File: config.mk
export PLATFORM = sky130hd
export DESIGN_NAME = io_bus_arbiter
export DESIGN_NICKNAME = d
export VERILOG_FILES = /design/src/rtl/io_bus_arbiter.sv
export SDC_FILE = /design/constraint.sdc
export NUM_CORES = 1
export LEC_CHECK = 0
export ABC_AREA = 0
export ABC_CLOCK_PERIOD_IN_PS = 1550
export CAP_MARGIN = 25
export CORE_MARGIN = 4
export CORE_UTILIZATION = 30
export CTS_CLUSTER_SIZE = 14
export DETAILED_ROUTE_END_ITERATION = 7
export PLACE_DENSITY = 0.67
export SYNTH_ARGS = -nofsm -noshare
export SYNTH_HDL_FRONTEND = slang
export SYNTH_SLANG_ARGS = --single-unit
export TNS_END_PERCENT = 50
File: constraint.sdc
create_clock -name clk -period 1.55 [get_ports clk]
set_input_delay 0.465 -clock clk [delete_from_list [all_inputs] [get_ports clk]]
set_output_delay 0.465 -clock clk [all_outputs]
set_load 0.05 [all_outputs]
File: src/rtl/io_bus_arbiter.sv
// io_bus_arbiter: round-robin arbiter sharing the IO register bus between two masters
//   Optional feature macro: IO_ARB_LOCK_EN (last owner holding lock stays sole eligible master)
//   Ports:
//     clk, rst                                  clock, synchronous active-high reset
//     mN_req/addr/wdata/we/re/lock              master N command, held until mN_gnt
//     mN_gnt                                    one-cycle pulse: command captured
//     mN_rdata, mN_rvalid                       read return, rvalid pulses once per read
//     bus_addr, bus_din, bus_w_en, bus_r_en     IO bus drive, nonzero only in the issue cycle
//     bus_dout                                  IO read data, valid the cycle after bus_r_en
module io_bus_arbiter #(
    parameter int ADDR_W = 8,
    parameter int DATA_W = 8
) (
    input  logic              clk,
    input  logic              rst,
    input  logic              m0_req,
    input  logic [ADDR_W-1:0] m0_addr,
    input  logic [DATA_W-1:0] m0_wdata,
    input  logic              m0_we,
    input  logic              m0_re,
    input  logic              m0_lock,
    input  logic              m1_req,
    input  logic [ADDR_W-1:0] m1_addr,
    input  logic [DATA_W-1:0] m1_wdata,
    input  logic              m1_we,
    input  logic              m1_re,
    input  logic              m1_lock,
    output logic              m0_gnt,
    output logic [DATA_W-1:0] m0_rdata,
    output logic              m0_rvalid,
    output logic              m1_gnt,
    output logic [DATA_W-1:0] m1_rdata,
    output logic              m1_rvalid,
    output logic [ADDR_W-1:0] bus_addr,
    output logic [DATA_W-1:0] bus_din,
    output logic              bus_w_en,
    output logic              bus_r_en,
    input  logic [DATA_W-1:0] bus_dout
);
    typedef enum logic [1:0] {IDLE, ISSUE, RDWAIT} state_t;
    state_t state, state_n;
    logic prio, owner, hold, req0, req1, grant, win, cmd_re;
    logic gnt0_n, gnt1_n, rv0_n, rv1_n, w_en_n, r_en_n;
    logic [ADDR_W-1:0] addr_n;
    logic [DATA_W-1:0] din_n;
`ifdef IO_ARB_LOCK_EN
    logic owned;
    always_ff @(posedge clk)
        owned <= rst ? 1'b0 : (owned | grant);
    assign hold = owned & (owner ? m1_lock : m0_lock);
`else
    logic unused_lock;
    assign unused_lock = m0_lock ^ m1_lock;
    assign hold = 1'b0;
`endif
    // A held lock masks the other master out of arbitration entirely.
    assign req0  = m0_req & ~(hold & owner);
    assign req1  = m1_req & ~(hold & ~owner);
    assign grant = (state == IDLE) & (req0 | req1);
    assign win   = (req0 & req1) ? prio : req1;
    always_ff @(posedge clk)
        state <= rst ? IDLE : state_n;
    always_comb begin
        state_n = grant ? ISSUE : (state == ISSUE && cmd_re) ? RDWAIT : IDLE;
    end
    // Next values of the output registers; the bus registers hold the captured
    // command for exactly the ISSUE cycle and are zero otherwise.
    always_comb begin
        gnt0_n = grant & ~win;
        gnt1_n = grant & win;
        addr_n = grant ? (win ? m1_addr : m0_addr) : '0;
        din_n  = grant ? (win ? m1_wdata : m0_wdata) : '0;
        w_en_n = grant & (win ? m1_we : m0_we);
        r_en_n = grant & (win ? m1_re : m0_re);
        rv0_n  = (state == RDWAIT) & ~owner;
        rv1_n  = (state == RDWAIT) & owner;
    end
    always_ff @(posedge clk) begin
        if (rst) begin
            m0_gnt    <= 1'b0;
            m1_gnt    <= 1'b0;
            m0_rvalid <= 1'b0;
            m1_rvalid <= 1'b0;
            m0_rdata  <= '0;
            m1_rdata  <= '0;
            bus_addr  <= '0;
            bus_din   <= '0;
            bus_w_en  <= 1'b0;
            bus_r_en  <= 1'b0;
            cmd_re    <= 1'b0;
            owner     <= 1'b0;
            prio      <= 1'b0;
        end else begin
            m0_gnt    <= gnt0_n;
            m1_gnt    <= gnt1_n;
            m0_rvalid <= rv0_n;
            m1_rvalid <= rv1_n;
            bus_addr  <= addr_n;
            bus_din   <= din_n;
            bus_w_en  <= w_en_n;
            bus_r_en  <= r_en_n;
            if (rv0_n) m0_rdata <= bus_dout;
            if (rv1_n) m1_rdata <= bus_dout;
            if (grant) begin
                cmd_re <= r_en_n;
                owner  <= win;
                if (!hold) prio <= ~win;
            end
        end
    end
endmodule

==> out/results.ini <==
[clock_tree]
cts_sinks=43
ctsLongestPathBuffers=2
cts_tree=done
path_clk_slew_ns=0.07
cts_setup_buffers=0
tritoncts.num_buffers=5
clock-root-buffer=clkbuf_8
insertion_delay_ns=0.28
cts_htree_levels=2
holdBufCountCts=0

[final_layout]
finalInstanceArea_mm2=0.002855
fill_cells=384
nets=262
synthToLayoutAreaGrowth_pct=96.89
antenna_cells=0
drive_above_1_share_pct=30.52

[floorplan]
core.rowCount=25
die_y_um=77.53
fp.coreArea_mm2=0.004692
io_pins=88
initial_utilization_pct=30.91
dieArea_mm2=0.006010
dieWidth_um=77.53

[yosys]
netlist.top_cell.by_area=dfxtp_1
synth_top_area_share_pct=59.36
yosysSeqAreaShare_pct=59.36
synth_area_leaders=dfxtp_1, mux2i_1, a22o_2, a22o_1, nor2_1
synth_edf_count=0
async_flop_share_pct=0
synth_area_per_cell_um2=11.79
syn-cell-area_mm2=0.001450
synth-seq-cells=43
yosys_warnings=0
yosysMostFrequentCell=dfxtp_1
ys.flop_type=dfxtp_1
syn_nets=173
synth_cell_types=27
synthCells=123
synthTopCellsByCount=dfxtp_1, nor2_1, mux2i_1

[power]
p_seq_share_pct=48.2
p_int_mw=1.868
peakVddDrop_uv=597.3
p_sw_uw=615.4
combPwrFrac_pct=21.5
swShare_pct=24.78
power.density_mw_per_mm2=869.8
leakagePower_nw=1.178
clockPowerShare_pct=30.3

[worst_setup_path]
cp_slowest_cell=clkdlybuf4s50_1
r2r_slack_ns=0.31
worstPathArrival_ns=1.68
crit_chain=clkdlybuf4s50_1 > nor3_2 > nor3b_4 > buf_12 > a22o_2
cp.required_ns=1.79
endpoint_kind=flip-flop
max_stage_delay_ns=0.44
startpoint_type=input pin
crit_type=in2reg
crit_path_max_fanout=19

[outcome]
status=finished, final reports clean

[route]
routed_wl_um=3452
drt_iter0_drc=25
routed_via_density=4.603
wire_per_inst_um=12.93
dr.pass1.iters=4
drc=0
num_vias=1229
postRouteAntennaNets=0

[placed_design]
place_area_mm2=0.002749
dp_hpwl_um=2724
gp_congestion=0.6950
io_buffers=85

[sta]
relSlewSlack_pct=84.69
period_share_pct=93.37
layout_min_cycle_time_ns=1.447
final_hold_viol_count=0
max_slew.worst_pin.slew_ns=0.2284
finalSetupViolCount=0
worst_hold_slack_ns=0.4440
max_freq_mhz=691.0
maxSlewViolCount=0
fin_skew_ns=0.002533

[run]
drv_cap=0

[global_routing]
grt_max_degree=22
track_usage_pct=11.74
globalRouteOverflowTotal=0
grt_pass1_wl_um=5561
grt_pass1_vias=1269
antenna_found_initial=0

[min_path]
holdCritPathClass=reg2reg

[flip-flops by register name (all words and copies together), names as in the netlist]
signal,cells
cmd_re,1
m0_gnt,1
bus_din,8
prio,1
bus_w_en,1
m0_rdata,8
m1_rvalid,1
bus_r_en,1
m0_rvalid,1
owner,1
m1_rdata,8
state,2
m1_gnt,1
bus_addr,8
[cell type report]
cell class                      count  area [um^2]  share of cell area, %
Multi-Input combinational cell     72        549.3                  19.24
Timing Repair Buffer               89         1274                  44.61
Inverter                            1        3.754                 0.1315
Clock buffer                        8        100.1                  3.506
Tap cell                           54        67.56                  2.366
Sequential cell                    43        860.8                  30.15
[logic make-up after synthesis]
kind of cell    Yosys count  synth area share (%)
buf+inv                   8                 3.538
flops                    43                 59.36
mux                      16                 11.04
compound gates           24                 14.24
simple gates             32                 11.82
[metrics by stage]
stage	power (mW)	utilization [%]	cells	setup WS (ns)	TNS, ns
global placement	1.753	58.59	259	-0.2552	-5.045
detailed placement	1.759	58.59	259	-0.2559	-4.869
global route	2.582	60.85	267	-0.01265	-0.02605
CTS	2.521	60.72	267	0.05015	0
finish	2.484	60.85	267	0.1028	0
floorplan	1.434	-	123	0.2267	0
[power groups by stage]
stage / clock (mW) / combinational, mW / sequential [mW]
final: 0.752 / 0.535 / 1.20
after global routing: 0.819 / 0.562 / 1.20
after CTS: 0.786 / 0.539 / 1.20
after detailed placement: 0 / 0.537 / 1.22
after global placement: 0 / 0.533 / 1.22
after floorplan: 0 / 0.0977 / 1.34
[layout by cell type (no fill, tap or decap), types with 2 or more instances in the layout]
cell type         n
mux2i_1          16
buf_4             3
nor2_1           18
a21oi_1           2
dfxtp_1          43
nand2_1           2
clkdlybuf4s50_1  47
a22o_1            9
clkbuf_8          7
a22o_2            8
buf_12           39
nand3b_1          2
[routing by layer]
metal	vias to the layer above	GRT usage, %	routed length (um)
li1	609	-	-
met3	8	6.148	430
met2	59	21.50	1800
met4	0	4.804	52
met1	553	10.80	1168
met5	-	0	0
[worst max-delay path: cells and delay by family]
| family | cells | cell delay (ns) |
|---|---|---|
| buf+inv | 2 | 0.61 |
| simple gates | 2 | 0.46 |
| compound gates | 1 | 0.14 |
[worst paths after layout]
| path | depth (start not counted) | endpoint | startpoint |
|---|---|---|---|
| max reg2reg | 4 | bus_din[3]$_SDFF_PP0_ | state[1]$_SDFF_PP0_ |
| min | 2 | state[1]$_SDFF_PP0_ | cmd_re$_SDFFE_PP0P_ |
| min reg2reg | 2 | state[1]$_SDFF_PP0_ | cmd_re$_SDFFE_PP0P_ |
| max | 5 | bus_din[3]$_SDFF_PP0_ | rst |
[repair_timing]
action,CTS,global route
setup endpoints to repair,0,17
gates resized for setup,0,2
endpoints found under the hold margin,0,0
Power figures use the tool's default switching activity.
